### src/rtl/operand_fetch.sv
// operand_fetch: register file read with writeback bypass, busy-bit scoreboard and a one-entry operand output register.
`ifndef WIDTH
`define WIDTH 32
`endif
module operand_fetch #(
  parameter int WIDTH = `WIDTH
) (
  input  logic             clk,
  input  logic             rst,
  input  logic             in_valid,
  output logic             in_ready,
  input  logic [4:0]       in_opcode,
  input  logic [3:0]       in_rd,
  input  logic [3:0]       in_rs1,
  input  logic [3:0]       in_rs2,
  input  logic [WIDTH-1:0] in_imm,
  input  logic             in_use_imm,
  input  logic             wb_en,
  input  logic [3:0]       wb_addr,
  input  logic [WIDTH-1:0] wb_data,
  output logic             out_valid,
  input  logic             out_ready,
  output logic [4:0]       out_opcode,
  output logic [3:0]       out_rd,
  output logic [WIDTH-1:0] out_data_a,
  output logic [WIDTH-1:0] out_data_b
);
  logic [WIDTH-1:0] r_rf [16];
  logic [15:0]      r_busy;
  logic             w_byp1, w_byp2, w_hazard, w_accept;
  logic [WIDTH-1:0] w_a, w_b;
  logic [15:0]      w_set, w_clr;
  assign w_byp1   = wb_en && wb_addr == in_rs1 && in_rs1 != 4'd0;
  assign w_byp2   = wb_en && wb_addr == in_rs2 && in_rs2 != 4'd0;
  assign w_a      = in_rs1 == 4'd0 ? '0 : w_byp1 ? wb_data : r_rf[in_rs1];
  assign w_b      = in_use_imm ? in_imm : in_rs2 == 4'd0 ? '0 : w_byp2 ? wb_data : r_rf[in_rs2];
  // r0 never has its busy bit set, so no explicit r0 term is needed here
  assign w_hazard = (r_busy[in_rs1] && !w_byp1) || (!in_use_imm && r_busy[in_rs2] && !w_byp2);
  assign in_ready = !rst && (!out_valid || out_ready) && !w_hazard;
  assign w_accept = in_valid && in_ready;
  assign w_set    = (w_accept && in_rd != 4'd0) ? 16'd1 << in_rd : 16'd0;
  assign w_clr    = wb_en ? 16'd1 << wb_addr : 16'd0;
  always_ff @(posedge clk) begin
    if (rst) begin
      for (int i = 0; i < 16; i++) r_rf[i] <= '0;
      r_busy <= '0;
    end else begin
      if (wb_en && wb_addr != 4'd0) r_rf[wb_addr] <= wb_data;
      r_busy <= w_set | (r_busy & ~w_clr);
    end
  end
  always_ff @(posedge clk) begin
    if (rst) begin
      out_valid  <= 1'b0;
      out_opcode <= '0;
      out_rd     <= '0;
      out_data_a <= '0;
      out_data_b <= '0;
    end else if (w_accept) begin
      out_valid  <= 1'b1;
      out_opcode <= in_opcode;
      out_rd     <= in_rd;
      out_data_a <= w_a;
      out_data_b <= w_b;
    end else if (out_ready) begin
      out_valid  <= 1'b0;
    end
  end
endmodule

### config.mk
export PLATFORM = sky130hd
export DESIGN_NAME = operand_fetch
export DESIGN_NICKNAME = d
export VERILOG_FILES = /design/src/rtl/operand_fetch.sv
export SDC_FILE = /design/constraint.sdc
export NUM_CORES = 1
export LEC_CHECK = 0
export CAP_MARGIN = 20
export CELL_PAD_IN_SITES_DETAIL_PLACEMENT = 0
export CELL_PAD_IN_SITES_GLOBAL_PLACEMENT = 1
export CORE_UTILIZATION = 42
export DETAILED_ROUTE_END_ITERATION = 7
export DONT_BUFFER_PORTS = 1
export PLACE_DENSITY = 0.7
export SYNTH_ARGS = -nofsm -noshare
export SYNTH_HDL_FRONTEND = slang
export SYNTH_SLANG_ARGS = --single-unit
### constraint.sdc
create_clock -name clk -period 3.5 [get_ports clk]
set_input_delay 0.7 -clock clk [delete_from_list [all_inputs] [get_ports clk]]
set_output_delay 0.7 -clock clk [all_outputs]
set_load 0.01 [all_outputs]
==> impl_metrics.prom <==
# TYPE chip_impl_metric gauge
chip_impl_info{name="outcome",value="finished, final reports clean"} 1
chip_impl_info{name="cts_tree",value="done"} 1
chip_impl_metric{name="final-max-slew-violation-count",unit=""} 0
chip_impl_metric{name="finClkSkew",unit="ns"} 0.0164
chip_impl_info{name="crit_chain",value="mux4_2 -> mux2i_1 -> a21oi_1 -> a31oi_4 -> nand2_1 -> inv_1"} 1
chip_impl_metric{name="clkLatencyLatePin",unit="ns"} 0.61
chip_impl_info{name="timing.setup.critical_path_class",value="flop to primary output"} 1
chip_impl_metric{name="cts_made_buffers",unit=""} 67
chip_impl_metric{name="worst-r2r-cell-count",unit=""} 7
chip_impl_metric{name="finalNetCount",unit=""} 2146
chip_impl_metric{name="power",unit="uW"} 16600
chip_impl_metric{name="clock_sink_count",unit=""} 602
chip_impl_metric{name="worstMarginPinSlew",unit="ns"} 0.767
chip_impl_info{name="worst_r2r_endpoint",value="out_data_b[15]"} 1
chip_impl_metric{name="overflow",unit=""} 0
chip_impl_metric{name="rows",unit=""} 99
chip_impl_metric{name="worst_ep_arrival_time",unit="ns"} 2.42
chip_impl_info{name="worstHoldStart",value="rst"} 1
chip_impl_info{name="crit_path_top_delay_cell",value="mux4_2"} 1
chip_impl_metric{name="cts_resized",unit=""} 0
chip_impl_metric{name="clk_transition_reported_paths",unit="ns"} 0.06
chip_impl_metric{name="dieArea",unit="sq um"} 74900
chip_impl_metric{name="final_hold_viols",unit=""} 0
chip_impl_info{name="synth.cells.most_frequent",value="edfxtp_1, and2_1, mux4_2"} 1
chip_impl_metric{name="finalWorstSetupSlack",unit="ns"} 0.380
chip_impl_metric{name="ff2ff_setup_slack",unit="ns"} 0.95
chip_impl_metric{name="drt_pass1_iterations",unit=""} 7
chip_impl_metric{name="detailroute.via_count",unit=""} 19000
chip_impl_metric{name="finalSetupViolCount",unit=""} 0
chip_impl_info{name="synth-main-ff-cell",value="edfxtp_1"} 1
chip_impl_info{name="grt.busiest_layer",value="met2"} 1
chip_impl_metric{name="synth.lib_cells_used.distinct",unit=""} 41
chip_impl_metric{name="dp.final_hpwl",unit="mm"} 53.9
chip_impl_metric{name="drive_above_1_share",unit="%"} 22.0
chip_impl_metric{name="post_synth.cell_area_avg",unit="sq um"} 14.8
chip_impl_metric{name="drt-wirelength-per-cell",unit="microns"} 30.6
chip_impl_metric{name="max_freq",unit="MHz"} 321
chip_impl_metric{name="vias_in_the_first_global_route",unit=""} 19900
chip_impl_info{name="endpoint",value="in_ready"} 1
chip_impl_metric{name="finalCritPeriodShare",unit="%"} 89.1
chip_impl_metric{name="post_synth_inst_count",unit=""} 2099
chip_impl_metric{name="dpl.cell_count",unit=""} 2945
chip_impl_metric{name="place_congestion",unit=""} 0.793
chip_impl_metric{name="core",unit="sq um"} 73000
chip_impl_info{name="cts_root_buf",value="clkbuf_16"} 1
chip_impl_metric{name="post-synth-top-area-fraction",unit="%"} 49.6
chip_impl_metric{name="ir_worst_vdd",unit="mV"} 0.331
chip_impl_metric{name="ys_ff_latch",unit=""} 602
chip_impl_info{name="endpoint_kind",value="primary output"} 1
chip_impl_metric{name="hold_buffers",unit=""} 0
chip_impl_info{name="r2r-start",value="r_busy[11]"} 1
chip_impl_metric{name="cap_viol_max_count",unit=""} 0
chip_impl_metric{name="grt_antenna_before_repair",unit=""} 4
chip_impl_metric{name="asyncSetResetFlopFracSynth",unit="%"} 0
chip_impl_info{name="grt_setup_unrepaired",value="no"} 1
chip_impl_metric{name="wl",unit="mm"} 93.8
chip_impl_metric{name="synthesis.yosys.warnings",unit=""} 0
chip_impl_metric{name="grt_start_max_net_pins",unit=""} 136
chip_impl_metric{name="filler_cell_count",unit=""} 6205
chip_impl_metric{name="relSlewSlack",unit="%"} 48.7
chip_impl_metric{name="track_usage",unit="%"} 25.2
chip_impl_metric{name="flow.area_growth_from_synthesis",unit="%"} 10.2
chip_impl_metric{name="buffer_ports.inserted",unit=""} 0
chip_impl_metric{name="grt_use_met1",unit="%"} 33.7
chip_impl_metric{name="area.sequential",unit="sq um"} 17200
chip_impl_metric{name="p_leak",unit="uW"} 0.0119
chip_impl_metric{name="finish.cell_count_without_fillers",unit=""} 3069
chip_impl_metric{name="synth_edf_count",unit=""} 512
chip_impl_metric{name="tns",unit="ns"} 0
chip_impl_metric{name="grt.met2_usage",unit="%"} 41.5
chip_impl_metric{name="cpPeakStageDelay",unit="ns"} 0.47
chip_impl_metric{name="htree_levels",unit=""} 3
chip_impl_metric{name="period_needed",unit="ns"} 3.12
chip_impl_metric{name="dp_slack",unit="ns"} 0.574
chip_impl_metric{name="ant_nets",unit=""} 0
chip_impl_metric{name="dieWidth",unit="microns"} 274
chip_impl_metric{name="fp.dieH",unit="microns"} 274
chip_impl_metric{name="grt_pass1_wl",unit="mm"} 136
chip_impl_metric{name="initial_core_util",unit="%"} 42.5
chip_impl_metric{name="multi_input_gate_area_in_the_final_layout",unit="sq um"} 13200
chip_impl_info{name="cp-start-kind",value="flop"} 1
chip_impl_info{name="worst_setup_path_startpoint",value="r_busy[15]"} 1
chip_impl_metric{name="vias_per_cell",unit=""} 6.21
chip_impl_metric{name="synth.cell_area",unit="sq um"} 31000
chip_impl_metric{name="worst-endpoint-required",unit="ns"} 2.80
chip_impl_info{name="yosys.cell_count.top_type",value="edfxtp_1"} 1
chip_impl_metric{name="cellPowerDensity",unit="nW/um^2"} 487
chip_impl_metric{name="remaining_drc_errors",unit=""} 0
chip_impl_metric{name="worst-path-max-fanout",unit=""} 7
chip_impl_info{name="post-synth-top-area-cell",value="edfxtp_1"} 1
chip_impl_info{name="hold_class",value="input port to flop"} 1
chip_impl_metric{name="post_cts_buffers",unit=""} 0
chip_impl_metric{name="ys_seq_area_share",unit="%"} 55.4
chip_impl_metric{name="ctsLongestPathBuffers",unit=""} 3
chip_impl_metric{name="use_met3",unit="%"} 4.52
chip_impl_metric{name="dr.first_iter.drc_count",unit=""} 2147
chip_impl_info{name="synth_top_cells_by_area",value="edfxtp_1, mux4_2, and2_1"} 1
chip_impl_metric{name="ios",unit=""} 166
[worst min-delay path by stage]
stage / to / slack (ns) / cells past startpoint
floorplan: r_busy[14] / 0.44 / 2
global placement: r_busy[13] / 0.48 / 2
detailed placement: r_busy[4] / 0.48 / 2
CTS: out_valid / 0.14 / 1
global route: out_valid / 0.17 / 1
finish: out_valid / 0.17 / 1
[through the flow]
step                instance area, sq um  util, %  hold slack [ns]
floorplan                          31100        -            0.439
global placement                   32100     44.1            0.479
detailed placement                 32100     44.1            0.482
CTS                                34100     46.8            0.142
global route                       34200     46.8            0.166
finish                             34200     46.8            0.168
[report_power, final]
part           internal, uW  switching [uW]  total [uW]
clock network          3700            2920        6630
logic                   820             702        1520
registers              8220             258        8470
total                 12700            3880       16600
[layout make-up]
cell class	count	share of cell area [%]
clock buffers	98	5.44
multi-input cells	1310	38.6
well taps	959	3.51
flip-flops and latches	602	50.3
repair buffers	64	1.59
inverters	10	0.110
clock inverters	25	0.429
diodes	1	0.00733
[kinds of logic (layout without fill, tap and decap cells)]
family	Yosys count	after routing	share of synthesized area [%]
AOI/OAI and AO/OA	233	233	5.06
xor gates and xnor gates	6	6	0.170
buffers and inverters	218	197	2.94
DFF	602	602	55.4
muxes	403	403	23.7
other	1	33	0.0121
and+or+nand+nor	636	636	12.7
[placed cells by master, fill, tap and decap left out, drive strengths merged, types with 10 or more instances in the layout]
cell type / netlist / routed
a21oi: 72 / 72
a222oi: 32 / 32
a22oi: 32 / 32
and2: 481 / 481
buf: 56 / 64
clkbuf: 152 / 98
clkinv: 0 / 19
conb: 1 / 32
dfxtp: 90 / 90
edfxtp: 512 / 512
inv: 10 / 15
mux2i: 130 / 130
mux4: 264 / 264
nand2b: 72 / 72
nor2: 19 / 19
nor2b: 13 / 13
o22ai: 69 / 69
or2: 10 / 10
[sequential cells by signal, indices dropped and copies added (netlist names)]
register / cells
r_rf: 512
out_valid: 1
out_opcode: 5
out_data_b: 32
out_rd: 4
out_data_a: 32
r_busy: 16
[worst max-delay path, delay by kind of cell, from the launching register on]
kind / cells / cell delay, ns
muxes: 2 / 0.63
DFF: 1 / 0.34
and+or+nand+nor: 1 / 0.23
AOI/OAI and AO/OA: 2 / 0.42
buffers and inverters: 1 / 0.18
[per-layer routing]
metal / routed length [microns] / share of wire [%]
met1: 37800 / 40
met3: 8090 / 8.6
met5: 0 / 0
met4: 2500 / 2.7
met2: 45400 / 48
Note: power is estimated with default switching activity, not from simulation.
